[config.mk]
export PLATFORM = sky130hd
export DESIGN_NAME = single_cycle_arbiter_rsp_router
export DESIGN_NICKNAME = d
export VERILOG_FILES = /design/src/rtl/single_cycle_arbiter_rsp_router.sv
export SDC_FILE = /design/constraint.sdc
export NUM_CORES = 1
export LEC_CHECK = 0
export ABC_CLOCK_PERIOD_IN_PS = 4590
export CAP_MARGIN = 15
export CORE_MARGIN = 4
export CORE_UTILIZATION = 40
export CTS_CLUSTER_SIZE = 25
export DETAILED_ROUTE_END_ITERATION = 6
export PLACE_DENSITY = 0.75
export SKIP_CTS_REPAIR_TIMING = 1
export SLEW_MARGIN = 10
export SYNTH_ARGS = -nofsm -noshare
export SYNTH_HDL_FRONTEND = slang
export SYNTH_SLANG_ARGS = --single-unit
[constraint.sdc]
create_clock -name clk -period 4.59 [get_ports clk]
set_input_delay 0.459 -clock clk [delete_from_list [all_inputs] [get_ports clk]]
set_output_delay 0.459 -clock clk [all_outputs]
set_load 0.1 [all_outputs]
[src/rtl/single_cycle_arbiter_rsp_router.sv]
// Return-path router for the fixed-priority arbiter: remembers which requester
// won each issued grant and steers the in-order response stream back to it.
module single_cycle_arbiter_rsp_router #(
  parameter int N     = 32,
  parameter int DEPTH = 8,
  parameter int DW    = 32
) (
  input  logic                         clk,
  input  logic                         reset,
  input  logic [N-1:0]                 gnt_i,
  input  logic                         issue_i,
  input  logic                         rsp_valid_i,
  input  logic [DW-1:0]                rsp_data_i,
  output logic                         rsp_ready_o,
  output logic [N-1:0]                 rsp_valid_o,
  output logic [DW-1:0]                rsp_data_o,
  input  logic [N-1:0]                 rsp_ready_i,
  output logic                         full_o,
  output logic                         empty_o,
  output logic [$clog2(DEPTH+1)-1:0]   outstanding_o,
  output logic [2:0]                   err_o
);

  localparam int IW = (N > 1) ? $clog2(N) : 1;
  localparam int PW = $clog2(DEPTH);
  localparam int CW = $clog2(DEPTH + 1);

  logic [IW-1:0] r_fifo [DEPTH];
  logic [PW-1:0] r_rd_ptr;
  logic [PW-1:0] r_wr_ptr;
  logic [CW-1:0] r_count;
  logic [2:0]    r_err;

  logic [IW-1:0] w_idx;
  logic          w_multi;
  logic [IW-1:0] w_head;
  logic          w_empty;
  logic          w_full;
  logic          w_any_gnt;
  logic          w_push;
  logic          w_pop;
  logic          w_overflow;
  logic          w_stall;

  // Scan from the top so the lowest set grant bit wins.
  always_comb begin
    w_idx = '0;
    for (int i = N - 1; i >= 0; i--) begin
      if (gnt_i[i]) w_idx = IW'(i);
    end
  end

  assign w_multi    = (gnt_i & (gnt_i - N'(1))) != '0;
  assign w_any_gnt  = |gnt_i;
  assign w_empty    = (r_count == '0);
  assign w_full     = (r_count == CW'(DEPTH));
  assign w_head     = r_fifo[r_rd_ptr];
  assign w_push     = issue_i & w_any_gnt & ~w_full;
  assign w_overflow = issue_i & w_any_gnt & w_full;
  assign w_stall    = rsp_valid_i & w_empty;
  assign w_pop      = rsp_valid_i & rsp_ready_o;

  always_comb begin
    rsp_valid_o         = '0;
    rsp_valid_o[w_head] = rsp_valid_i & ~w_empty;
  end

  assign rsp_ready_o   = rsp_ready_i[w_head] & ~w_empty;
  assign rsp_data_o    = rsp_data_i;
  assign full_o        = w_full;
  assign empty_o       = w_empty;
  assign outstanding_o = r_count;
  assign err_o         = r_err;

  // ID storage carries no reset; occupancy alone decides what is valid.
  always_ff @(posedge clk) begin
    if (w_push) r_fifo[r_wr_ptr] <= w_idx;
  end

  always_ff @(posedge clk or negedge reset) begin
    if (!reset) begin
      r_rd_ptr <= '0;
      r_wr_ptr <= '0;
      r_count  <= '0;
      r_err    <= '0;
    end else begin
      if (w_push) r_wr_ptr <= r_wr_ptr + PW'(1);
      if (w_pop)  r_rd_ptr <= r_rd_ptr + PW'(1);
      case ({w_push, w_pop})
        2'b10:   r_count <= r_count + CW'(1);
        2'b01:   r_count <= r_count - CW'(1);
        default: r_count <= r_count;
      endcase
      r_err <= r_err | {w_stall, w_overflow, w_multi};
    end
  end

endmodule

---- Word level (Yosys, flattened, before mapping) ----
Memories as Yosys holds them, arrays and structs flattened.
Cells that the tools add are included.
word-level totals
  memories ................................ 1
  input port bits ......................... 100
  RAM bits ................................ 40
  word-level logic and storage cells ...... 71
  bits in registers ....................... 13
cells by class
  mux-type cells .......................... 39
  equal/unequal tests ..................... 3
  bitwise gates (word level) .............. 12
  $add $sub $neg .......................... 5
  reduce and logical (&&, ||, !) cells .... 5
  order comparisons ....................... 2
memory list
  memory  depth  bits a word  rd ports  clocked after memory_dff  wr ports  line  text
  r_fifo  8      5            1         0                         1         28    logic [IW-1:0] r_fifo [DEPTH];
operators by type and width
  cell                   number
  $mux 5                 32
  $and 32x32->32         2
  $reduce_bool 32->1     1
  $reduce_or 32->1       1
  $sub 32x1->32 const B  1
  $pmux 4 s2             1
  $and 1x1->1            7
  $add 3x1->3 const B    2
  $lt 5x6->1 const B     1
  $bmux 1 s5             1
  $demux 1 s5            1
  $ge 5x1->1 const B     1
  $add 4x1->4 const B    1
  $eq 4x4->1 const B     1
  $logic_not 4->1        1
  $mux 1                 4
  $sub 4x1->4 const B    1
  $or 3x3->3             1
  $eq 2x1->1 const B     1
  $eq 2x2->1 const B     1
  $not 1->1              2
  $reduce_bool 2->1      1
  $logic_and 1x1->1      1

---- Longest topological paths before layout ----
Gate-level depths: netlist of the first run.
  depth after elaboration ................. 32
  depth in mapped cells ................... 18
  mapped depth without buffers ............ 15

---- Worst setup path before layout of the first run ----
OpenSTA, ideal clock, no wires.
  path kind ............................... reg2out
  from .................................... register r_count[0], in the netlist outstanding_o[0]
  to ...................................... output port rsp_ready_o
  slack ................................... -1554 ps
  path buffers ............................ 0
  arrival ................................. 5685 ps
  cell stages (with the launch flop) ...... 3
  cells stage by stage .................... dfrtp_1 > nor4_1 > nor2b_1
on the way
  longest elaborated chain between the ends .. 3
ends and longest elaborated chain
  element                 line  text
  start, declared         31    logic [CW-1:0] r_count;
  start signal, assigned  90    2'b10: r_count <= r_count + CW'(1);
  start signal, assigned  91    2'b01: r_count <= r_count - CW'(1);
  start signal, assigned  92    default: r_count <= r_count;
  $logic_not 4->1         55    assign w_empty = (r_count == '0);
  named net empty_o       19    output logic empty_o,
  $not 1->1               68    assign rsp_ready_o = rsp_ready_i[w_head] & ~w_empty;
  $and 1x1->1             68
  end, declared           14    output logic rsp_ready_o,
The timed path passes the listed nets, and every way through them passes these cells.

---- Worst setup path in the final report of the first run ----
  from .................................... register r_rd_ptr[2]
  to ...................................... register r_count[3], in the netlist outstanding_o[3]
on the way
  longest elaborated chain between the ends .. 7
  elaborated cells between the ends (all ways) .. 9
ends and longest elaborated chain
  element                                          line  text
  start, declared                                  29    logic [PW-1:0] r_rd_ptr;
  start signal, assigned                           88    if (w_pop) r_rd_ptr <= r_rd_ptr + PW'(1);
  $mem_v2 8x5 (*)                                  -
  $bmux 1 s5 (*)                                   68
  $mux 1 (not written as such) (*)                 68
  $and 1x1->1 (*)                                  68
  $and 1x1->1 (*)                                  61    assign w_pop = rsp_valid_i & rsp_ready_o;
  named net w_pop                                  41    logic w_pop;
  $eq 2x1->1 or $eq 2x2->1 (tied branches)         89    case ({w_push, w_pop})
  $pmux 4 s2 or $reduce_bool 2->1 (tied branches)  -
The timed path passes the listed nets; every way through them passes the cells marked *. The select of a mux whose other input is x is not followed.
A chain may end at the register's enable or synchronous reset.

==> results of run 1 <==
-- placed cells by master, fill, tap and decap left out, types with 3 or more instances in the layout --
master,count
sky130_fd_sc_hd__a211oi_1,5
sky130_fd_sc_hd__a21o_1,3
sky130_fd_sc_hd__a21oi_1,19
sky130_fd_sc_hd__a22oi_1,3
sky130_fd_sc_hd__buf_4,41
sky130_fd_sc_hd__clkbuf_8,5
sky130_fd_sc_hd__clkdlybuf4s50_1,76
sky130_fd_sc_hd__dfrtp_1,13
sky130_fd_sc_hd__edfxtp_1,40
sky130_fd_sc_hd__ha_1,5
sky130_fd_sc_hd__inv_1,14
sky130_fd_sc_hd__maj3_1,3
sky130_fd_sc_hd__mux2_1,13
sky130_fd_sc_hd__mux2i_1,29
sky130_fd_sc_hd__mux4_2,14
sky130_fd_sc_hd__nand2_1,46
sky130_fd_sc_hd__nand2b_1,7
sky130_fd_sc_hd__nand3_1,14
sky130_fd_sc_hd__nor2_1,66
sky130_fd_sc_hd__nor2b_1,5
sky130_fd_sc_hd__nor3_1,21
sky130_fd_sc_hd__nor3b_1,3
sky130_fd_sc_hd__nor4_1,10
sky130_fd_sc_hd__o21ai_0,8
sky130_fd_sc_hd__o21bai_1,4
sky130_fd_sc_hd__o22ai_1,7
sky130_fd_sc_hd__o31ai_1,4
sky130_fd_sc_hd__o41ai_1,3
sky130_fd_sc_hd__or4_1,5
sky130_fd_sc_hd__xnor2_1,5
-- metal layers --
| metal | vias to the layer above | global-route usage (%) | routed length (um) |
|---|---|---|---|
| li1 | 1820 | - | - |
| met4 | 0 | 4.623 | 240 |
| met2 | 130 | 30.64 | 5525 |
| met1 | 1838 | 23.07 | 4898 |
| met5 | - | 0 | 0 |
| met3 | 37 | 2.893 | 602 |
-- stage by stage --
step | util (%) | hold slack (ns)
4_1_cts | 51.23 | 0.4829
5_1_grt | 51.23 | 0.5069
2_1_floorplan | - | 0.1634
3_3_place_gp | 50.39 | 0.4585
3_5_place_dp | 50.39 | 0.4609
6_report | 51.23 | 0.4699
-- worst max-delay path, delay by kind of cell (launching register included) --
kind	cells	cell delay (ns)
muxes	3	0.80
adders and majority gates	2	0.50
xor gates and xnor gates	2	0.27
AOI/OAI and AO/OA	2	0.35
buffers and inverters	3	0.70
and+or+nand+nor	5	0.82
DFF	1	0.39
-- kinds of logic (layout without fill, tap and decap cells) --
group	Yosys count	count (layout)	share of synthesized area (%)
flip-flops	53	53	35.83
XOR/XNOR	7	7	1.439
AO/OA/AOI/OAI	76	76	12.28
AND/OR/NAND/NOR	189	189	20.59
adder cells (fa/ha/maj)	9	9	2.643
buffers and inverters	59	141	8.458
multiplexers	60	60	18.77
-- where the power goes --
| group | leakage [nW] | internal [mW] | switching (mW) | total [mW] |
|---|---|---|---|---|
| logic | 1.42 | 0.936 | 1.63 | 2.57 |
| clock network | 0.0374 | 0.108 | 0.145 | 0.252 |
| registers | 0.523 | 0.630 | 0.113 | 0.743 |
| total | 1.98 | 1.67 | 1.89 | 3.56 |
-- sequential cells by signal, summed over array words and instances (netlist names) --
signal         cells
outstanding_o      4
r_wr_ptr           3
r_rd_ptr           3
r_fifo            40
err_o              3
-- path summary, 6_finish.rpt --
kind	start	endpoint	slack (ns)
setup / recovery	r_rd_ptr[2]	outstanding_o[3]	0.64
hold / removal	err_o[2]	err_o[2]	0.47
setup reg to reg	r_rd_ptr[2]	outstanding_o[3]	0.64
hold reg to reg	err_o[2]	err_o[2]	0.47
max in group asynchronous	reset	r_wr_ptr[0]	3.62
min in group asynchronous	reset	outstanding_o[3]	0.55
-- layout make-up --
type / instances / area, um^2 / share of cell area (%)
clock buffer: 6 / 72.57 / 1.366
clock inverter: 2 / 15.01 / 0.2826
inverter: 15 / 56.30 / 1.060
multi-input combinational: 341 / 2384 / 44.87
sequential: 53 / 1526 / 28.73
tap: 136 / 170.2 / 3.203
timing repair buffer: 118 / 1089 / 20.49
==> summary.txt, run 1 <==
Run status
  • Result of the run: completed

Worst hold path
  • Hold path depth: 1
  • Type of the tightest min-delay check: reg2reg

Critical path
  • CP endpoint kind: register
  • CP Cell Sequence: buf_4, mux4_2, mux2i_2, buf_4, mux2i_1, nor4_1, nor4_1, nand4_2, nand2_2, inv_1, ha_1, ha_1, a21o_1, a21oi_1, xnor2_1, nor2_1, xor2_1
  • Worst-path fanout max: 25
  • Delay of the slowest cell on the worst path: 0.39 ns
  • Library cell contributing the largest single delay on the critical path: sky130_fd_sc_hd__dfrtp_1
  • Crit Path Category: reg2reg
  • Req. time, crit path: 4.78 ns
  • Launching element type of the critical path: register
  • Logic depth of the worst register-to-register path: 17
  • Data arrival time of the critical path: 4.14 ns

Synthesis
  • Dominant synthesized flop cell: sky130_fd_sc_hd__edfxtp_1
  • Fraction of post-synthesis cell area in the top cell type by area: 28.19%
  • Post-synthesis instance area: 4260 um^2
  • Synth Area per Inst: 9.405 um^2
  • Number of distinct library cells after synthesis: 62
  • Count of flip-flops with a built-in enable after synthesis: 40
  • Most frequent cells after synthesis: sky130_fd_sc_hd__nor2_1 (66), sky130_fd_sc_hd__nand2_1 (46), sky130_fd_sc_hd__edfxtp_1 (40), sky130_fd_sc_hd__buf_4 (35), sky130_fd_sc_hd__mux2i_1 (30)
  • Synth Warn #: 0
  • Area leader, netlist: sky130_fd_sc_hd__edfxtp_1
  • Post-synth net total: 559
  • Sequential share of the synthesized area: 35.83%
  • Post-synthesis cell count: 453
  • Proportion of register bits with asynchronous set or reset after synthesis: 24.53%
  • Top cells by area in the synthesized netlist: sky130_fd_sc_hd__edfxtp_1 (28%), sky130_fd_sc_hd__dfrtp_1 (7.6%), sky130_fd_sc_hd__mux4_2 (7.4%)
  • Count leader, synth: sky130_fd_sc_hd__nor2_1
  • Flop and latch count out of synthesis: 53

Final layout
  • Final non-filler cell area: 5313 um^2
  • Fraction of layout instances using a drive strength above 1: 13.46%
  • Number of antenna cells inserted: 0
  • Number of inserted filler cells in the final layout: 957
  • Non-filler cells, final: 671
  • Net count reported at finish: 640
  • Area added between synthesis and finish: 24.70%

STA
  • Setup Skew: 0.008115 ns
  • Setup TNS: 0 ns
  • Top achievable clock speed: 253.2 MHz
  • Final period demand of the worst path: 3.949 ns
  • Final Worst Setup Slack: 0.6408 ns
  • RSZ-0062 raised after global routing: no
  • Slew margin rel.: 34.90%
  • Final period utilization: 86.04%
  • Endpoints failing hold: 0
  • Max-slew violations: 0
  • Worst-Margin Slew: 0.9735 ns
  • Total setup violations reported at the end of the flow: 0

Route
  • Drt pass-1 iters: 5
  • Starting DRC count in detailed routing: 177
  • WL per Instance: 16.79 um
  • Total routed wirelength: 11,270 um
  • Via count of the routed design: 3,825
  • Vias per inst: 5.700
  • DRC violation count after routing: 0
  • Post-DRT Antenna Nets: 0

Place
  • HPWL after detailed placement: 9149 um
  • I/O Buffers: 109
  • Placer congestion estimate: 1.009
  • Pre-CTS setup slack: 0.5707 ns
  • Total placed cells including tap cells: 663
  • Cell area after placement: 5225 um^2

Power
  • Total power of the final layout: 3.565 mW
  • Leakage power: 1.977 nW
  • Pwr/cell area: 671.0 nW/um^2
  • Maximum vdd ir drop: 0.7746 mV

Clocking
  • H-tree lvl count: 2
  • Total clock sinks: 53
  • Worst-skew pair later-pin latency: 0.30 ns
  • Clock Tree Root: sky130_fd_sc_hd__clkbuf_8
  • TritonCTS clock tree: built
  • Clock buffers created by TritonCTS: 5
  • Buffer levels on the longest clock path: 2
  • Clock transition time at the flip-flop clock pins of the worst setup and hold paths: 0.09 ns

Run
  • # Max-Cap Violations: 0

Floorplan
  • Standard-cell row count: 37
  • Floorplan die width: 111.2 um
  • Vertical extent of the die: 111.2 um
  • Core footprint: 10,370 um^2
  • Die ar.: 12,370 um^2
  • Starting density of the core: 41.08%
  • Io pins: 174

Global route
  • Maximum number of pins on one net before global-route repair: 26
  • GR Overflow Total: 0
  • Global Route Usage Sum: 17.72%
  • Via count of the first global-routing pass: 3,829
  • Initial antenna violation count: 0
  • First-pass GRT wire length: 18,620 um
No activity file was read; power rests on OpenSTA's default activity.
==> run 2, diff against run 1 <==
Settings changed: PLACE_DENSITY 0.75 to 0.84.
==> run 2 against run 1 <==
Against the previous run: final cell count shrank 0.15%; combinational power is essentially flat; fmax is 2.5% lower; critical path type unchanged; design area rose by 0.21%; clock power rose by 7.9%; die area unchanged; sequential power rose by 2%; clock-buffer cell count shrank 1; total power rose by 1.0%; largest power group unchanged; utilization is 0.11 points higher; flip-flop and latch count unchanged; routed wire length up 3.8%.
==> summary.txt, run 2 (synthesis results as in run 1) <==
Critical path
  • Worst-path fanout max: 11 (-56%)
  • Logic depth of the worst register-to-register path: 16 (-1)
  • Beginning of the worst register-to-register path: r_rd_ptr[0]
  • Data arrival time of the critical path: 4.25 ns (+0.11 ns)
  • Library cell contributing the largest single delay on the critical path: sky130_fd_sc_hd__dfrtp_1
  • Crit Path Category: reg2reg
  • CP endpoint kind: register
  • Most repeated library cell on the critical path: sky130_fd_sc_hd__ha_1
  • Req. time, crit path: 4.79 ns (about the same)
  • CP Cell Sequence: buf_4, nand2b_1, o22ai_1, a221oi_1, nor3_1, nor4_1, nand4_2, nand2_2, inv_1, ha_1, ha_1, a21o_1, a21oi_1, xnor2_1, nor2_1, xor2_1
  • Worst reg2reg path endpoint: outstanding_o[3]
  • Launching element type of the critical path: register
  • Register-to-register setup slack: 0.54 ns (-0.10 ns)
  • Delay of the slowest cell on the worst path: 0.76 ns (+0.37 ns)

Power
  • Total net switching power: 1.923 mW (+1.6%)
  • Leakage power: 1.985 nW (+0.37%)
  • Internal power: 1.679 mW (+0.38%)
  • Share of power burned in registers: 21.1% (+0.3 points)
  • Switching share of power: 53.39% (+0.31 points)
  • Maximum vdd ir drop: 0.5736 mV (-26%)
  • Pwr/cell area: 676.6 nW/um^2 (+0.83%)
  • Clock network fraction of design power: 7.5% (+0.4 points)
  • Power share of the combinational group: 71.3% (-0.8 points)

STA
  • Max-slew violations: 0 (unchanged)
  • Total setup violations reported at the end of the flow: 0 (unchanged)
  • Top achievable clock speed: 247.0 MHz (-2.5%)
  • Worst-Margin Slew: 0.9792 ns (+0.005697 ns)
  • RSZ-0062 raised after global routing: no
  • Endpoints failing hold: 0 (unchanged)
  • Final period demand of the worst path: 4.049 ns (+0.09975 ns)
  • Hold Slack: 0.4589 ns (-0.01105 ns)
  • Setup Skew: 0.01059 ns (+0.002479 ns)
  • Slew margin rel.: 34.52% (-0.38 points)
  • Final period utilization: 88.21% (+2.2 points)
  • Setup TNS: 0 ns (unchanged)

Clocking
  • Clock buffers created by TritonCTS: 5 (unchanged)
  • Worst-skew pair later-pin latency: 0.31 ns (about the same)
  • Buffer levels on the longest clock path: 2 (unchanged)
  • TritonCTS clock tree: built
  • Clock transition time at the flip-flop clock pins of the worst setup and hold paths: 0.10 ns (about the same)
  • Total clock sinks: 53 (unchanged)
  • Clock Tree Root: sky130_fd_sc_hd__clkbuf_8
  • H-tree lvl count: 2 (unchanged)

Route
  • DRC violation count after routing: 0 (unchanged)
  • Vias per inst: 5.713 (+0.23%)
  • Starting DRC count in detailed routing: 201 (+14%)
  • Drt pass-1 iters: 5 (unchanged)
  • Via count of the routed design: 3,828 (+0.078%)
  • Post-DRT Antenna Nets: 0 (unchanged)
  • Total routed wirelength: 11,700 um (+3.8%)
  • WL per Instance: 17.46 um (+4.0%)

Global route
  • Initial antenna violation count: 0 (unchanged)
  • Global Route Usage Sum: 18.35% (+0.63 points)
  • GR Overflow Total: 0 (unchanged)
  • Maximum number of pins on one net before global-route repair: 35 (+35%)
  • Via count of the first global-routing pass: 3,814 (-0.39%)
  • First-pass GRT wire length: 19,020 um (+2.1%)

Worst hold path
  • Worst min-delay path endpoint: err_o[2]
  • Hold path depth: 1 (unchanged)
  • Startpoint of the most critical hold path: err_o[2]
  • Type of the tightest min-delay check: reg2reg

Final layout
  • Top register by number of flip-flops: r_fifo
  • Most common cell after layout, fill and taps aside: sky130_fd_sc_hd__clkdlybuf4s50_1
  • Fraction of layout instances using a drive strength above 1: 13.48% (+0.025 points)
  • Net count reported at finish: 639 (-0.16%)
  • Most used cells in the layout excluding fill and tap cells: sky130_fd_sc_hd__clkdlybuf4s50_1 (76), sky130_fd_sc_hd__nor2_1 (66), sky130_fd_sc_hd__nand2_1 (46)
  • Area added between synthesis and finish: 24.96%
  • Max reg flops: 40 (unchanged)
  • Number of antenna cells inserted: 0 (unchanged)

Place
  • I/O Buffers: 109 (unchanged)
  • Placer congestion estimate: 0.9267 (-8.2%)
  • HPWL after detailed placement: 9538 um (+4.2%)

Floorplan
  • Core footprint: 10,370 um^2 (unchanged)
  • Io pins: 174 (unchanged)
  • Standard-cell row count: 37 (unchanged)
  • Die ar.: 12,370 um^2 (unchanged)
  • Starting density of the core: 41.08% (unchanged)
  • Vertical extent of the die: 111.2 um (unchanged)
  • Floorplan die width: 111.2 um (unchanged)

Run status
  • Result of the run: completed

Run
  • # Max-Cap Violations: 0 (unchanged)
[run 2: cell count changes in the layout (fill, tap and decap cells not counted), sizes merged]
cell	delta
buf	-1
clkbuf	-1
clkinvlp	-1
inv	+2
[run 2: how the worst max path moves through the flow]
| stage | start | endpoint |
|---|---|---|
| 4_1_cts | r_rd_ptr[0] | outstanding_o[3] |
| 3_5_place_dp | r_rd_ptr[0] | outstanding_o[3] |
| 2_1_floorplan | outstanding_o[1] | outstanding_o[3] |
| 3_3_place_gp | r_rd_ptr[0] | outstanding_o[3] |
| 5_1_grt | r_rd_ptr[0] | outstanding_o[3] |
| 6_report | r_rd_ptr[0] | outstanding_o[3] |
[run 2: cell type report]
cell class	instances	area (um^2)
well taps	136	170.2
flip-flops and latches	53	1526
fillers	961	5046
multi-input cells	341	2384
inverters	15	56.30
clock inverters	3	25.02
clock buffers	5	68.82
repair buffers	117	1094
[run 2: stage by stage]
step	cell area, um^2	instances	total power [mW]	setup WS [ns]	util [%]
6_report	5324	670	3.602	0.5411	51.34
5_1_grt	5324	670	3.814	0.2161	51.34
4_1_cts	5324	670	3.610	0.5741	51.34
3_5_place_dp	5230	662	3.334	0.6212	50.43
3_3_place_gp	5230	662	3.276	0.6509	50.43
2_1_floorplan	4267	453	2.797	0.03547	-
[run 2: metal layers]
layer	wire length (um)	share of wire (%)	vias to the layer above	track usage [%]
met3	782	6.7	21	4.148
li1	-	-	1829	-
met5	0	0	-	0
met1	4924	42	1801	22.57
met4	163	1.4	0	4.217
met2	5825	50	177	32.69
[run 2: worst max-delay path: cells and delay by family, from the launching register on]
kind / cells / cell delay, ns
fa+ha+maj: 2 / 0.50
flops: 1 / 0.76
compound gates: 4 / 0.97
xor+xnor: 2 / 0.28
buf+inv: 2 / 0.30
simple gates: 6 / 1.12
[run 2: power groups by stage]
| stage | Sequential (mW) | Combinational [mW] | Clock (mW) |
|---|---|---|---|
| 3_3_place_gp | 0.761 | 2.51 | 0 |
| 3_5_place_dp | 0.773 | 2.56 | 0 |
| 2_1_floorplan | 0.894 | 1.90 | 0 |
| 4_1_cts | 0.762 | 2.57 | 0.278 |
| 6_report | 0.761 | 2.57 | 0.272 |
| 5_1_grt | 0.779 | 2.74 | 0.299 |
==> run 3, diff against run 2 <==
Settings changed: RECOVER_POWER set to 100, TNS_END_PERCENT set to 1.
==> run 3 against run 2 <==
Against the previous run: sequential share of layout area is 0.78 points higher; global-route usage stayed put; utilization is 1.4 points lower; total power is 3.4% lower; non-clock buffer count stayed put; die area stayed put; setup slack worse by 0.082 ns; via count is 0.34% higher; critical path depth stayed put; first-iteration DRC count is 2.0% higher; fmax is 2.0% lower; largest cell class unchanged; sequential power is 0.5% lower.
==> summary.txt, run 3 (synthesis results as in run 1) <==
Run status
  • Result of the run: completed

Power
  • Switching share of power: 54.86% (+1.5 points)
  • Share of power burned in registers: 21.7% (+0.6 points)
  • Power share of the combinational group: 70.5% (-0.8 points)
  • Internal power: 1.571 mW (-6.4%)
  • Clock network fraction of design power: 7.8% (+0.3 points)
  • Leakage power: 1.852 nW (-6.7%)
  • Total net switching power: 1.909 mW (-0.71%)
  • Total power of the final layout: 3.481 mW (-3.4%)
  • Pwr/cell area: 671.6 nW/um^2 (-0.73%)
  • Maximum vdd ir drop: 0.5586 mV (-2.6%)

Worst hold path
  • Hold path depth: 1 (unchanged)
  • Worst min-delay path endpoint: err_o[2]
  • Type of the tightest min-delay check: reg2reg
  • Startpoint of the most critical hold path: err_o[2]

Final layout
  • Top register by number of flip-flops: r_fifo
  • Most common cell after layout, fill and taps aside: sky130_fd_sc_hd__nor2_1
  • Number of antenna cells inserted: 0 (unchanged)
  • Area added between synthesis and finish: 21.64%
  • Most used cells in the layout excluding fill and tap cells: sky130_fd_sc_hd__nor2_1 (66), sky130_fd_sc_hd__clkdlybuf4s50_1 (62), sky130_fd_sc_hd__nand2_1 (46)
  • Fraction of layout instances using a drive strength above 1: 7.678% (-5.8 points)
  • Max reg flops: 40 (unchanged)
  • Net count reported at finish: 639 (unchanged)

STA
  • Setup Skew: 0.01108 ns (+0.0004822 ns)
  • Worst-Margin Slew: 1.189 ns (+0.2102 ns)
  • Top achievable clock speed: 242.1 MHz (-2.0%)
  • Slew margin rel.: 21.04% (-13 points)
  • Setup TNS: 0 ns (unchanged)
  • Endpoints failing hold: 0 (unchanged)
  • Final period utilization: 90.00% (+1.8 points)
  • Max-slew violations: 0 (unchanged)
  • Total setup violations reported at the end of the flow: 0 (unchanged)
  • Final period demand of the worst path: 4.131 ns (+0.08210 ns)
  • RSZ-0062 raised after global routing: no

Place
  • HPWL after detailed placement: 9538 um (unchanged)
  • Placer congestion estimate: 0.9267 (unchanged)
  • I/O Buffers: 109 (unchanged)

Global route
  • Global Route Usage Sum: 18.35% (unchanged)
  • Maximum number of pins on one net before global-route repair: 35 (unchanged)
  • GR Overflow Total: 0 (unchanged)
  • Initial antenna violation count: 0 (unchanged)
  • First-pass GRT wire length: 19,020 um (unchanged)
  • Via count of the first global-routing pass: 3,814 (unchanged)

Clocking
  • Clock buffers created by TritonCTS: 5 (unchanged)
  • Clock Tree Root: sky130_fd_sc_hd__clkbuf_8
  • H-tree lvl count: 2 (unchanged)
  • Total clock sinks: 53 (unchanged)
  • TritonCTS clock tree: built
  • Clock transition time at the flip-flop clock pins of the worst setup and hold paths: 0.10 ns (about the same)
  • Buffer levels on the longest clock path: 2 (unchanged)
  • Worst-skew pair later-pin latency: 0.31 ns (about the same)

Critical path
  • Data arrival time of the critical path: 4.33 ns (+0.08 ns)
  • Launching element type of the critical path: register
  • Beginning of the worst register-to-register path: r_rd_ptr[0]
  • CP endpoint kind: register
  • Worst reg2reg path endpoint: outstanding_o[3]
  • Req. time, crit path: 4.79 ns (about the same)
  • CP Cell Sequence: clkbuf_1, nand2b_1, o22ai_1, a221oi_1, nor3_1, nor4_1, nand4_2, nand2_2, inv_1, ha_1, ha_1, a21o_1, a21oi_1, xnor2_1, nor2_1, xor2_1
  • Crit Path Category: reg2reg
  • Logic depth of the worst register-to-register path: 16 (unchanged)
  • Delay of the slowest cell on the worst path: 0.76 ns (about the same)
  • Library cell contributing the largest single delay on the critical path: sky130_fd_sc_hd__dfrtp_1
  • Kind of cell adding the most delay to the critical path: simple AND/OR/NAND/NOR gates
  • Most repeated library cell on the critical path: sky130_fd_sc_hd__ha_1
  • Buffers & Inverters on Critical Path: 2 (unchanged)
  • Register-to-register setup slack: 0.46 ns (-0.08 ns)
  • Worst-path fanout max: 11 (unchanged)
  • Worst setup path startpoint: r_rd_ptr[0]

Route
  • Vias per inst: 5.733 (+0.34%)
  • Starting DRC count in detailed routing: 205 (+2.0%)
  • DRC violation count after routing: 0 (unchanged)
  • WL per Instance: 17.48 um (+0.12%)
  • Drt pass-1 iters: 5 (unchanged)
  • Via count of the routed design: 3,841 (+0.34%)
  • Total routed wirelength: 11,710 um (+0.12%)
  • Post-DRT Antenna Nets: 0 (unchanged)

Run
  • # Max-Cap Violations: 0 (unchanged)

Floorplan
  • Core footprint: 10,370 um^2 (unchanged)
  • Vertical extent of the die: 111.2 um (unchanged)
  • Starting density of the core: 41.08% (unchanged)
  • Standard-cell row count: 37 (unchanged)
  • Io pins: 174 (unchanged)
  • Die ar.: 12,370 um^2 (unchanged)
  • Floorplan die width: 111.2 um (unchanged)
run 3: changes by cell type in the layout (fill, tap and decap cells not counted), moves of 4 or more:
cell,before,now
sky130_fd_sc_hd__dlygate4sd3_1,0,14
sky130_fd_sc_hd__clkdlybuf4s50_1,76,62
sky130_fd_sc_hd__clkbuf_1,0,30
sky130_fd_sc_hd__buf_4,39,6
sky130_fd_sc_hd__clkbuf_2,0,4
run 3: worst max path at each step:
stage / end / slack (ns) / depth (start not counted)
floorplan: outstanding_o[3] / 0.04 / 11
global placement: outstanding_o[3] / 0.65 / 16
detailed placement: outstanding_o[3] / 0.62 / 16
CTS: outstanding_o[3] / 0.57 / 16
global route: outstanding_o[3] / 0.15 / 16
finish: outstanding_o[3] / 0.46 / 16
run 3: stage by stage:
step / cell area, um^2 / util (%) / setup WS [ns] / hold slack (ns) / instances
finish: 5182 / 49.98 / 0.4589 / 0.4531 / 670
global route: 5182 / 49.98 / 0.1486 / 0.4780 / 670
CTS: 5324 / 51.34 / 0.5741 / 0.4662 / 670
detailed placement: 5230 / 50.43 / 0.6212 / 0.4438 / 662
global placement: 5230 / 50.43 / 0.6509 / 0.4414 / 662
floorplan: 4267 / - / 0.03547 / 0.1634 / 453
run 3: layout make-up:
class                   instances  area [um^2]
fillers                      1002         5187
multi-input cells             341         2377
flip-flops and latches         53         1526
repair buffers                117        958.4
well taps                     136        170.2
clock buffers                   5        68.82
inverters                      15        56.30
clock inverters                 3        25.02
run 3: metal layers:
metal	vias up	GRT usage (%)	wire length [um]
met5	-	0	0
met4	0	4.217	163
met3	21	4.148	770
met2	166	32.69	5839
met1	1827	22.57	4937
li1	1827	-	-
run 3: power groups by stage:
stage	clock network, mW	logic, mW	registers [mW]
floorplan	0	1.90	0.894
global placement	0	2.51	0.761
detailed placement	0	2.56	0.773
CTS	0.278	2.57	0.762
global route	0.299	2.62	0.775
finish	0.271	2.45	0.757
